## src/rtl/calc_pkg.sv

```systemverilog
// Shared types and defaults for the calculator sequencer.
//   op_t    : arithmetic operation code sent to the external arithmetic unit
//   state_t : sequencer states
//   is_bcd  : true for keypad digit codes 0-9
package calc_pkg;

  typedef enum logic [1:0] {
    OP_ADD = 2'd0,
    OP_SUB = 2'd1,
    OP_MUL = 2'd2,
    OP_RSV = 2'd3
  } op_t;

  typedef enum logic [2:0] {
    ENTRY_A,
    ENTRY_B,
    ISSUE,
    WAIT,
    RESULT,
    ERROR
  } state_t;

  localparam int WIDTH_DEF      = 16;
  localparam int MAX_DIGITS_DEF = 5;
  localparam int TIMEOUT_DEF    = 64;

  function automatic logic is_bcd(input logic [3:0] d);
    return d <= 4'd9;
  endfunction

endpackage

```

## src/rtl/calc_digit_acc.sv

```systemverilog
// Decimal operand accumulator: keeps magnitude, digit count and sign of one
// operand and builds it from keypad digits with a x10 shift-add.
// Ports:
//   clk, nRST      clock, asynchronous active-low reset
//   clr            zero magnitude, count and sign (highest priority)
//   load_en/val    load a signed value (result chaining)
//   neg_toggle     flip the sign
//   digit_en/digit append a digit if it fits
//   fresh          treat the current operand as empty for this digit
//   value          current signed operand
//   value_nxt      signed operand as it will be after this cycle
//   accept         the offered digit is being taken this cycle
module calc_digit_acc
  import calc_pkg::*;
#(
  parameter int WIDTH      = WIDTH_DEF,
  parameter int MAX_DIGITS = MAX_DIGITS_DEF
) (
  input  logic                    clk,
  input  logic                    nRST,
  input  logic                    clr,
  input  logic                    load_en,
  input  logic signed [WIDTH-1:0] load_val,
  input  logic                    neg_toggle,
  input  logic                    digit_en,
  input  logic                    fresh,
  input  logic [3:0]              digit,
  output logic signed [WIDTH-1:0] value,
  output logic signed [WIDTH-1:0] value_nxt,
  output logic                    accept
);

  localparam int CW = $clog2(MAX_DIGITS + 1);
  // Largest positive magnitude, widened so mag*10+digit cannot wrap.
  localparam logic [WIDTH+3:0] MAX_POS = {5'b0, {(WIDTH-1){1'b1}}};

  logic [WIDTH-1:0] mag, mag_n, base_mag;
  logic [CW-1:0]    cnt, cnt_n, base_cnt;
  logic             neg_f, neg_n;
  logic [WIDTH+3:0] mag_x10;

  assign base_mag = fresh ? '0 : mag;
  assign base_cnt = fresh ? '0 : cnt;

  // mag*10 + digit as (mag<<3) + (mag<<1) + digit
  assign mag_x10 = ({4'b0, base_mag} << 3) + ({4'b0, base_mag} << 1)
                 + {{WIDTH{1'b0}}, digit};

  assign accept = digit_en && is_bcd(digit) && (base_cnt < CW'(MAX_DIGITS))
               && (mag_x10 <= MAX_POS);

  always_comb begin
    mag_n = mag;
    cnt_n = cnt;
    neg_n = neg_f;
    if (clr) begin
      mag_n = '0;
      cnt_n = '0;
      neg_n = 1'b0;
    end else if (load_en) begin
      // A loaded result is stored as sign + magnitude; the most negative value
      // still fits because mag is WIDTH bits unsigned.
      neg_n = load_val[WIDTH-1];
      mag_n = load_val[WIDTH-1] ? $unsigned(-load_val) : $unsigned(load_val);
      cnt_n = '0;
    end else if (neg_toggle) begin
      neg_n = ~neg_f;
    end else if (accept) begin
      mag_n = mag_x10[WIDTH-1:0];
      cnt_n = base_cnt + CW'(1);
      if (fresh) neg_n = 1'b0;
    end
  end

  assign value     = neg_f ? -$signed(mag) : $signed(mag);
  assign value_nxt = neg_n ? -$signed(mag_n) : $signed(mag_n);

  always_ff @(posedge clk or negedge nRST) begin
    if (!nRST) begin
      mag   <= '0;
      cnt   <= '0;
      neg_f <= 1'b0;
    end else begin
      mag   <= mag_n;
      cnt   <= cnt_n;
      neg_f <= neg_n;
    end
  end

endmodule

```

## src/rtl/calc_ctrl.sv

```systemverilog
// Signed calculator sequencer: collects two decimal operands from a keypad,
// issues ADD/SUB/MUL to an external arithmetic unit over start/done, shows
// entry and result, supports chaining, clear, overflow and a done watchdog.
// Ports:
//   clk, nRST                 clock, asynchronous active-low reset
//   digit_valid/digit         keypad digit strobe (BCD, 10-15 ignored)
//   op_valid/op               operation strobe (op_t, OP_RSV ignored)
//   neg, equal, clear         sign toggle / evaluate / abort strobes
//   alu_start/op/a/b          request to the arithmetic unit (held until done)
//   alu_done/result/ovf       completion from the arithmetic unit
//   display                   signed value shown to the user
//   complete/error/busy       RESULT / ERROR / ISSUE-or-WAIT indicators
module calc_ctrl
  import calc_pkg::*;
#(
  parameter int WIDTH      = WIDTH_DEF,
  parameter int MAX_DIGITS = MAX_DIGITS_DEF,
  parameter int TIMEOUT    = TIMEOUT_DEF
) (
  input  logic                    clk,
  input  logic                    nRST,
  input  logic                    digit_valid,
  input  logic [3:0]              digit,
  input  logic                    op_valid,
  input  logic [1:0]              op,
  input  logic                    neg,
  input  logic                    equal,
  input  logic                    clear,
  output logic                    alu_start,
  output logic [1:0]              alu_op,
  output logic signed [WIDTH-1:0] alu_a,
  output logic signed [WIDTH-1:0] alu_b,
  input  logic                    alu_done,
  input  logic signed [WIDTH-1:0] alu_result,
  input  logic                    alu_ovf,
  output logic signed [WIDTH-1:0] display,
  output logic                    complete,
  output logic                    error,
  output logic                    busy
);

  localparam int TW = $clog2(TIMEOUT + 1);

  state_t        state;
  op_t           op_q;
  logic [TW-1:0] wait_cnt;

  // Strobe priority: clear > equal > op_valid > neg > digit_valid
  logic ev_clear, ev_equal, ev_op, ev_neg, ev_digit, op_ok;

  assign ev_clear = clear;
  assign ev_equal = !clear && equal;
  assign ev_op    = !clear && !equal && op_valid;
  assign ev_neg   = !clear && !equal && !op_valid && neg;
  assign ev_digit = !clear && !equal && !op_valid && !neg && digit_valid;
  assign op_ok    = ev_op && (op_t'(op) != OP_RSV);

  logic a_load, a_neg, a_dig, a_fresh, b_clr, b_neg, b_dig;
  logic signed [WIDTH-1:0] a_val, a_nxt, b_val, b_nxt;
  logic a_accept, b_accept;

  always_comb begin
    a_load  = (state == WAIT) && alu_done && !alu_ovf;
    a_neg   = (state == ENTRY_A) && ev_neg;
    a_dig   = ((state == ENTRY_A) || (state == RESULT)) && ev_digit;
    a_fresh = (state == RESULT);
    b_clr   = ev_clear || (((state == ENTRY_A) || (state == RESULT)) && op_ok);
    b_neg   = (state == ENTRY_B) && ev_neg;
    b_dig   = (state == ENTRY_B) && ev_digit;
  end

  calc_digit_acc #(.WIDTH(WIDTH), .MAX_DIGITS(MAX_DIGITS)) u_acc_a (
    .clk(clk), .nRST(nRST), .clr(ev_clear), .load_en(a_load), .load_val(alu_result),
    .neg_toggle(a_neg), .digit_en(a_dig), .fresh(a_fresh), .digit(digit),
    .value(a_val), .value_nxt(a_nxt), .accept(a_accept)
  );

  calc_digit_acc #(.WIDTH(WIDTH), .MAX_DIGITS(MAX_DIGITS)) u_acc_b (
    .clk(clk), .nRST(nRST), .clr(b_clr), .load_en(1'b0), .load_val('0),
    .neg_toggle(b_neg), .digit_en(b_dig), .fresh(1'b0), .digit(digit),
    .value(b_val), .value_nxt(b_nxt), .accept(b_accept)
  );

  always_ff @(posedge clk or negedge nRST) begin
    if (!nRST) begin
      state     <= ENTRY_A;
      op_q      <= OP_ADD;
      wait_cnt  <= '0;
      alu_start <= 1'b0;
      alu_op    <= '0;
      alu_a     <= '0;
      alu_b     <= '0;
      display   <= '0;
      complete  <= 1'b0;
      error     <= 1'b0;
      busy      <= 1'b0;
    end else begin
      alu_start <= 1'b0;
      if (ev_clear) begin
        state    <= ENTRY_A;
        op_q     <= OP_ADD;
        alu_op   <= '0;
        alu_a    <= '0;
        alu_b    <= '0;
        display  <= '0;
        complete <= 1'b0;
        error    <= 1'b0;
        busy     <= 1'b0;
      end else begin
        case (state)
          ENTRY_A: begin
            display <= a_nxt;
            if (op_ok) begin
              op_q  <= op_t'(op);
              state <= ENTRY_B;
            end
          end
          ENTRY_B: begin
            display <= b_nxt;
            if (ev_equal) begin
              alu_start <= 1'b1;
              alu_a     <= a_val;
              alu_b     <= b_val;
              alu_op    <= op_q;
              busy      <= 1'b1;
              state     <= ISSUE;
            end else if (op_ok) begin
              op_q <= op_t'(op);
            end
          end
          ISSUE: begin
            wait_cnt <= '0;
            state    <= WAIT;
          end
          WAIT: begin
            if (alu_done) begin
              busy <= 1'b0;
              if (alu_ovf) begin
                error   <= 1'b1;
                display <= '0;
                state   <= ERROR;
              end else begin
                complete <= 1'b1;
                display  <= alu_result;
                state    <= RESULT;
              end
            end else if (wait_cnt == TW'(TIMEOUT - 1)) begin
              busy    <= 1'b0;
              error   <= 1'b1;
              display <= '0;
              state   <= ERROR;
            end else begin
              wait_cnt <= wait_cnt + TW'(1);
            end
          end
          RESULT: begin
            // Operand A already holds the result, so equal re-runs last op/B on it.
            if (ev_equal) begin
              alu_start <= 1'b1;
              alu_a     <= a_val;
              alu_b     <= b_val;
              alu_op    <= op_q;
              busy      <= 1'b1;
              complete  <= 1'b0;
              state     <= ISSUE;
            end else if (op_ok) begin
              op_q     <= op_t'(op);
              complete <= 1'b0;
              display  <= '0;
              state    <= ENTRY_B;
            end else if (a_accept) begin
              complete <= 1'b0;
              display  <= a_nxt;
              state    <= ENTRY_A;
            end
          end
          ERROR: begin
            display <= '0;
          end
          default: state <= ENTRY_A;
        endcase
      end
    end
  end

endmodule

```

## config.mk

```make
export PLATFORM = sky130hd
export DESIGN_NAME = calc_ctrl
export DESIGN_NICKNAME = d
export VERILOG_FILES = /design/src/rtl/calc_pkg.sv /design/src/rtl/calc_digit_acc.sv /design/src/rtl/calc_ctrl.sv
export SDC_FILE = /design/constraint.sdc
export NUM_CORES = 1
export LEC_CHECK = 0
export CAP_MARGIN = 10
export CORE_ASPECT_RATIO = 1.75
export CORE_MARGIN = 10
export CORE_UTILIZATION = 54
export DETAILED_ROUTE_END_ITERATION = 8
export PLACE_DENSITY_LB_ADDON = 0.12
export RECOVER_POWER = 50
export SLEW_MARGIN = 20
export SYNTH_ARGS = -nofsm -noshare
export SYNTH_HDL_FRONTEND = slang
export SYNTH_HIERARCHICAL = 1
export SYNTH_SLANG_ARGS = --single-unit
```

## constraint.sdc

```tcl
create_clock -name clk -period 5.7 [get_ports clk]
set_input_delay 1.14 -clock clk [delete_from_list [all_inputs] [get_ports clk]]
set_output_delay 1.14 -clock clk [all_outputs]
set_load 0.03 [all_outputs]
```

After elaboration in Yosys (flattened, before gate mapping). Cells that the tools add are included.

Latch bits: 0. Input port bits: 31. Word-level logic and storage cells: 193. Bits in writable memories: 0. Memories: 0. Flip-flop bits (word level): 106. Memory bits (read-only): 0. Output and inout bits: 54.

Multiply operators: 0. Mux-type cells: 82. Reduce and logical (&&, ||, !) cells: 51. Bitwise operators: 3. Div/mod/pow operators: 0. Shift-type cells: 0. $lt $le $gt $ge: 5. Equality and inequality tests: 23. Add/subtract/negate cells: 12.

Operators with widths (count): two-way mux 16 bit (26); negator 16 bit (5); one-hot mux 16 bit (5 select lines) (1); two-way mux 3 bit (16); adder 19 x 17 -> 20 bit (2); adder 20 x 4 -> 20 bit (2); <= comparator 20 x 15 -> 1 bit (second input constant) (2); two-way mux 1 bit (26); logical AND 1 bit (21); != test 3 bit (second input constant) (7); one-hot mux 3 bit (6 select lines) (1); nonzero test 3 bit (5); two-way mux 7 bit (2); one-hot mux 7 bit (2 select lines) (1); two-way mux 2 bit (6); AND reduction 4 bit (3); != test 2 bit (second input constant) (5); nonzero test 2 bit (5); AND reduction 2 bit (4); adder 7 x 1 -> 7 bit (second input constant) (1); equality test 7 x 6 -> 1 bit (second input constant) (1); adder 3 x 1 -> 3 bit (second input constant) (2); equality test 3 x 2 -> 1 bit (second input constant) (2); equality test 3 bit (second input constant) (2); other kinds (18) (28).

Logic depth before layout (Yosys ltp).
Depth after elaboration: 20. Gate-level depth with buffers: 26. Depth with buffers taken out: 25.

Cells and area by module. The synthesis kept the hierarchy.

By module, submodules not included: calc_digit_acc (u_acc_b) (times used 1, seq. area each 500.5 sq um, cells an instance 428, area each 3392.0 sq um); calc_digit_acc (u_acc_a) (times used 1, seq. area each 500.5 sq um, cells an instance 429, area each 3354.5 sq um); calc_ctrl (times used 1, seq. area each 1651.6 sq um, cells an instance 343, area each 3279.4 sq um).

Least setup slack after synthesis. OpenSTA, ideal clock, no wires.

Path kind: reg-to-reg. Start: register state[0]. End: register display[11]. Setup time: 0.125 ns. Path buffers: 5. Setup slack: -0.218 ns. Data arrival time: 5.793 ns. Cell stages (with the launch flop): 25. Clock period less this slack: 5.918 ns. Required time: 5.575 ns. Cells stage by stage: dfrtp_1 -> buf_2 -> nor2_1 -> nand2_1 -> inv_1 -> clkbuf_1 -> clkbuf_1 -> nor2_1 -> ha_1 -> ha_1 -> fa_1 -> a211oi_1 -> o21ai_1 -> and4_1 -> o211a_1 -> o2111a_2 -> and3_4 -> buf_6 -> o311a_4 -> or4b_1 -> buf_6 -> o41ai_2 -> xnor2_1 -> o2bb2ai_1 -> mux2_4.

Word-level cells in the longest chain between the ends: 17. Elaborated cells on any way between the ends: 54. Classes of those cells: 4 x add/sub; 2 x order compare; 7 x eq/ne; 23 x mux; 18 x reduce/logical.

Ends and longest elaborated chain: start, declared (line calc_ctrl.sv:44) `state_t state;`; start signal, assigned (line calc_ctrl.sv:86) `state <= ENTRY_A;`; start signal, assigned (line calc_ctrl.sv:100) `state <= ENTRY_A;`; start signal, assigned (line calc_ctrl.sv:115) `state <= ENTRY_B;`; equality test 3 bit (*) (line calc_ctrl.sv:66) `a_fresh = (state == RESULT);`; net a_fresh (line calc_ctrl.sv:58) `logic a_load, a_neg, a_dig, a_fresh, b_clr, b_neg, b_dig;`; two-way mux 16 bit or logical OR 1 bit (tied branches) (line calc_digit_acc.sv:42, calc_ctrl.sv:65, calc_ctrl.sv:67); adder 19 x 17 -> 20 bit or logical AND 1 bit (tied branches) (line calc_digit_acc.sv:46, calc_ctrl.sv:65); adder 20 x 4 -> 20 bit or logical AND 1 bit (tied branches) (line calc_digit_acc.sv:47, calc_digit_acc.sv:49); <= comparator 20 x 15 -> 1 bit or logical AND 1 bit (tied branches) (line calc_digit_acc.sv:50, calc_digit_acc.sv:49); logical AND 1 bit (line calc_digit_acc.sv:50) `&& (mag_x10 <= MAX_POS);`; two-way mux 16 bit (*) (line calc_digit_acc.sv:68) `end else if (accept) begin`; [3 not listed]; net u_acc_a.mag_n[3] (line calc_digit_acc.sv:37) `logic [WIDTH-1:0] mag, mag_n, base_mag;`; negator 16 bit (*) (line calc_digit_acc.sv:76) `assign value_nxt = neg_n ? -$signed(mag_n) : $signed(mag_n);`; two-way mux 16 bit (*) (line calc_digit_acc.sv:76); net a_nxt[11] (line calc_ctrl.sv:59) `logic signed [WIDTH-1:0] a_val, a_nxt, b_val, b_nxt;`; two-way mux 16 bit (line calc_ctrl.sv:171) `end else if (a_accept) begin`; two-way mux 16 bit (line calc_ctrl.sv:166) `end else if (op_ok) begin`; two-way mux 16 bit (line calc_ctrl.sv:158) `if (ev_equal) begin`; one-hot mux 16 bit (5 select lines) (*) (line calc_ctrl.sv:110) `case (state)`; two-way mux 16 bit (*) (line calc_ctrl.sv:99) `if (ev_clear) begin`; end signal, assigned (line calc_ctrl.sv:112) `display <= a_nxt;`; end signal, assigned (line calc_ctrl.sv:119) `display <= b_nxt;`; end signal, assigned (line calc_ctrl.sv:173) `display <= a_nxt;`; end, declared (line calc_ctrl.sv:36) `output logic signed [WIDTH-1:0] display,`.

Mark *: on every way through the listed nets, which the timed path passes. The rest lies on a longest branch. The select of a mux whose other input is x is not followed. A chain may end at the register's enable or synchronous reset.

Final worst setup path.
Start: input digit[1]. End: register display[15].

Elaborated cells on any way between the ends: 33. Classes of those cells: 4 x add/sub; 3 x order compare; 1 x eq/ne; 18 x mux; 7 x reduce/logical.

RTL lines: start, declared (line calc_ctrl.sv:23) `input logic [3:0] digit,`; branches (longest 4 deep; another with adder 20 x 4 -> 20 bit); two-way mux 16 bit (*) (line calc_digit_acc.sv:68); two-way mux 16 bit (*) (line calc_digit_acc.sv:66) `end else if (neg_toggle) begin`; two-way mux 16 bit (*) (line calc_digit_acc.sv:56) `if (clr) begin`; net u_acc_b.mag_n[9] (line calc_digit_acc.sv:37); negator 16 bit (*) (line calc_digit_acc.sv:76); two-way mux 16 bit (*) (line calc_digit_acc.sv:76); net b_nxt[15] (line calc_ctrl.sv:59); one-hot mux 16 bit (5 select lines) (*) (line calc_ctrl.sv:110); two-way mux 16 bit (*) (line calc_ctrl.sv:99); end signal, assigned (line calc_ctrl.sv:112); end signal, assigned (line calc_ctrl.sv:119); end signal, assigned (line calc_ctrl.sv:144) `display <= alu_result;`.

Mark *: on every way through the listed nets, which the timed path passes. The select of a mux whose other input is x is not followed.

==> results.txt <==
----------------------------------------------------
[Route]
  Wire length after detailed routing ... between 30 and 40 mm
  DR iter-0 viols ... 700
  Number of remaining DRC errors ... 0
  Via-per-instance ratio ... 6.04
  Final antenna-violating net count ... 0
  Total via count in the routed design ... around 10,000
  WL per Instance ... between 20 and 25 µm
  Number of detailed-route iterations in the first pass ... 5

[Synthesis]
  Most common flop cell mapped by yosys ... sky130_fd_sc_hd__dfrtp_1
  Post-synth top area share ... 0.265
  Post-Synth XOR/XNOR Area ... 0.0952
  Cell type with the largest total area after synthesis ... sky130_fd_sc_hd__dfrtp_1
  Ranking of synthesized cells by area ... sky130_fd_sc_hd__dfrtp_1 26%, sky130_fd_sc_hd__ha_1 8.9%, sky130_fd_sc_hd__xnor2_1 6.6%
  Synth Area per Inst ... approximately 8.4 µm²
  Number of flops mapped to enable cells by yosys ... 0
  Seq cells post-synth ... approximately 110
  Number of cells produced by synthesis ... about 1,200
  Adder-cell share of the synthesized area ... 0.0926
  Number of warning messages in the yosys log ... 6
  Post-synthesis instance area ... around 0.01 mm²
  Number of distinct library cells after synthesis ... 86
  Fraction of the mapped netlist area in compound gates ... 0.258
  FFs w/ async S/R, synth ... 1.00
  Mux contribution to synthesized area ... 0.0363
  Share of synthesized cell area in and, or, nand and nor gates ... 0.199
  Share of synthesized area occupied by flip-flops and latches ... 0.265
  Largest family of logic cells by synthesized area ... compound AO/OA/AOI/OAI gates

[Worst setup path]
  Worst r2r path cells ... 22
  Peak per-stage delay on the critical path ... ~0.50 ns
  Endpoint kind of the worst setup timing path ... flop
  Master of the slowest instance on the critical path ... sky130_fd_sc_hd__clkdlybuf4s50_1
  Buffering stage count on the worst path with inverters included ... 4
  RR Endpoint ... display[15]
  CP most frequent cell ... sky130_fd_sc_hd__buf_4
  Start-to-end type of the worst setup path ... input port to flop
  Crit path cell chain ... clkdlybuf4s50_1 > and2_1 > ha_1 > buf_4 > a211oi_4 > o21a_1 > a21oi_2 > a2111oi_4 > xor2_2 > and3_4 > buf_6 > buf_4 > a21boi_2 > o31a_1 > or2_4 > nor4_4 > a31oi_1 > xor2_1 > a22oi_1 > o2bb2ai_1 > mux2_2
  Max Fanout on Critical Path ... 6
  Data required time of the critical path ... ~5.9 ns
  Worst reg2reg setup slack ... approximately 0.35 ns
  CP arrival ... 5.83 ns
  Instance count on the critical path ... 21
  Worst reg2reg startpoint ... state[0]
  Critical Path Start Type ... input port
  Start point of the critical path ... digit[1]
  Critical path destination ... display[15]
  Kind of cell adding the most delay to the critical path ... compound AO/OA/AOI/OAI gates

[Floorplan]
  Standard-cell rows ... 65
  Height of the chip ... roughly 200 µm
  Placeable core area ... 0.0181 mm²
  IO Count ... 85
  Effective utilization at floorplan ... 0.553
  DIE WIDTH ... about 120 µm
  Die area ... ~0.025 mm²

[Timing]
  Part of the cycle the worst path needs ... 0.982
  Clock skew ... ~0.015 ns
  Total Negative Setup Slacks ... 0 ns
  Actual slew at the worst max-slew pin ... between 4 and 5 ns
  Period minus WS final ... between 5 and 6 ns
  Number of failing hold endpoints at the final stage ... 0
  Top achievable clock speed ... 179 MHz
  Tightest slew margin relative to the limit ... -1.84
  Total setup violations reported at the end of the flow ... 0
  Worst Hold Margin ... 0.516 ns
  Final number of max-transition violations ... approximately 120

[CTS]
  Clock tree from TritonCTS ... built
  Root buffer cell ... sky130_fd_sc_hd__clkbuf_16
  Worst skew pair latency ... between 0.3 and 0.4 ns
  Clk buf depth ... 2
  Total CTS buffers ... 9
  Number of sinks on the clock net ... around 110
  H-tree depth ... 3
  Clock transition at the registers of the reported paths ... about 0.070 ns

[Global route]
  Number of antenna violations at the first check in global routing ... 1
  Global-route usage over all layers ... 0.268
  Wire length of the first global-routing pass ... roughly 52 mm
  Pin count of the biggest net entering global routing ... a little under 80
  Vias in the first global route ... 9,768
  Grt total ovfl ... 0

[Placement]
  Placed cell areas ... between 0.01 and 0.015 mm²
  Detailed placement HPWL ... between 20 and 30 mm
  Quantity of I/O buffers inserted on ports ... 84
  Global placer's final weighted congestion ... roughly 1.1

[Status]
  Violated checks ... max-capacitance violations, max-slew violations
  Result of the run ... complete, but fails checks

[Min path]
  Hold WC Path Type ... flop to flop

[Pwr]
  Seq pwr share ... 0.320
  Power, Total ... 2.83 mW
  Net switching share of the total power ... 0.403
  Net load switching power ... roughly 1.1 mW
  Clock power frac ... 0.231
  Power per unit of standard cell area ... between 200 and 250 mW/mm²
  Worst vdd ir ... about 0.00015 V
  Internal power consumption ... roughly 1.7 mW
  Fraction of power consumed by combinational cells ... 0.449
  Static power due to leakage ... roughly 5.9 nW

[Layout]
  Area Overhead vs Synth ... 25.9%
  Utilization after layout ... 0.696
  Nets ... ~1,500
  Share of cells above drive strength 1 ... 0.178
  Final instance area ... about 0.013 mm²

[Job]
  Max-cap check violation count ... 2

----------------------------------------------------
## stage by stage
| step | worst slack [ns] | cells |
|---|---|---|
| after floorplan | 0.0744 | 1261 |
| after global placement | -0.384 | 1637 |
| after detailed placement | -0.500 | 1637 |
| after CTS | 0.00239 | 1659 |
| after global routing | -0.0315 | 1665 |
| final | 0.104 | 1665 |
## power by group through the flow
stage          clock network, mW  logic [mW]  registers [mW]
6_report                   0.653        1.27           0.908
3_3_place_gp                   0        1.19           0.919
3_5_place_dp                   0        1.21           0.919
2_1_floorplan                  0       0.720           0.966
4_1_cts                    0.657        1.24           0.906
5_1_grt                    0.683        1.38           0.916
## cell usage after synthesis, drive strengths merged, types with 16 or more instances
master / number
xor2: 34
nor3: 29
a22oi: 18
clkbuf: 45
ha: 71
nor2: 80
nor2b: 36
inv: 54
a21oi: 114
o21ai: 63
mux2: 21
nand4: 18
dfrtp: 106
buf: 24
xnor2: 75
o2bb2ai: 16
nand3: 19
o31ai: 28
nand2: 137
## routing by layer
metal / vias to the layer above / track usage / wire length, µm
li1: 4749 / - / -
met1: 4825 / 0.274 / 11600
met2: 351 / 0.492 / 17900
met3: 138 / 0.0264 / 1460
met4: 0 / 0.179 / 2750
met5: - / 0 / 0
## logic make-up after synthesis
group / Yosys count
adders and majority gates: 73
DFF: 106
and+or+nand+nor: 399
AOI/OAI and AO/OA: 359
muxes: 30
buffers and inverters: 123
other: 1
xor gates and xnor gates: 109
## worst min-delay path by stage
stage / startpoint / endpoint / slack, ns / cells after the start
after floorplan: wait_cnt[0] / wait_cnt[0] / 0.49 / 1
after global placement: display[5] / display[5] / 0.50 / 1
after detailed placement: display[5] / display[5] / 0.50 / 1
after CTS: display[5] / display[5] / 0.52 / 1
after global routing: display[6] / display[6] / 0.53 / 1
final: display[5] / display[5] / 0.52 / 1
## cell usage in the layout, fill, tap and decap left out, drive strengths merged, types with 11 or more instances in the layout
cell type      instances
a21o                  11
a21oi                114
a22oi                 18
a31oi                 11
buf                  136
clkbuf                14
clkdlybuf4s50         61
conb                  62
dfrtp                106
dlygate4sd3           19
ha                    71
inv                   56
mux2                  21
nand2                137
nand2b                13
nand3                 19
nand4                 18
nor2                  80
nor2b                 36
nor3                  29
o211ai                11
o21ai                 63
o2bb2ai               16
o31ai                 28
o41ai                 14
xnor2                 75
xor2                  34
## registers in the layout, indices dropped and copies added, names as in the netlist
name           count
alu_a             16
alu_b             16
alu_op             2
alu_start          1
busy               1
complete           1
display           16
error              1
op_q               2
state              3
u_acc_a/cnt        3
u_acc_a/mag       16
u_acc_a/neg_f      1
u_acc_b/cnt        3
u_acc_b/mag       16
u_acc_b/neg_f      1
wait_cnt           7
## cell type report
class | instances | area, µm²
Clock buffer | 10 | 229
Clock inverter | 6 | 73.8
Inverter | 54 | 203
Fill cell | 1534 | 5510
Antenna cell | 1 | 2.50
Tap cell | 234 | 293
Multi-Input combinational cell | 1032 | 7290
Sequential cell | 106 | 2650
Timing Repair Buffer | 222 | 1880
## repair_timing
action / in CTS / in global routing
endpoints found under the setup margin: 10 / 13
gates resized for setup: 19 / 27
endpoints found under the hold margin: 0 / 0
buffers inserted: 6 / 6
hold buffers: 0 / 0
pin swaps: 18 / 32
Power figures use the tool's default switching activity.
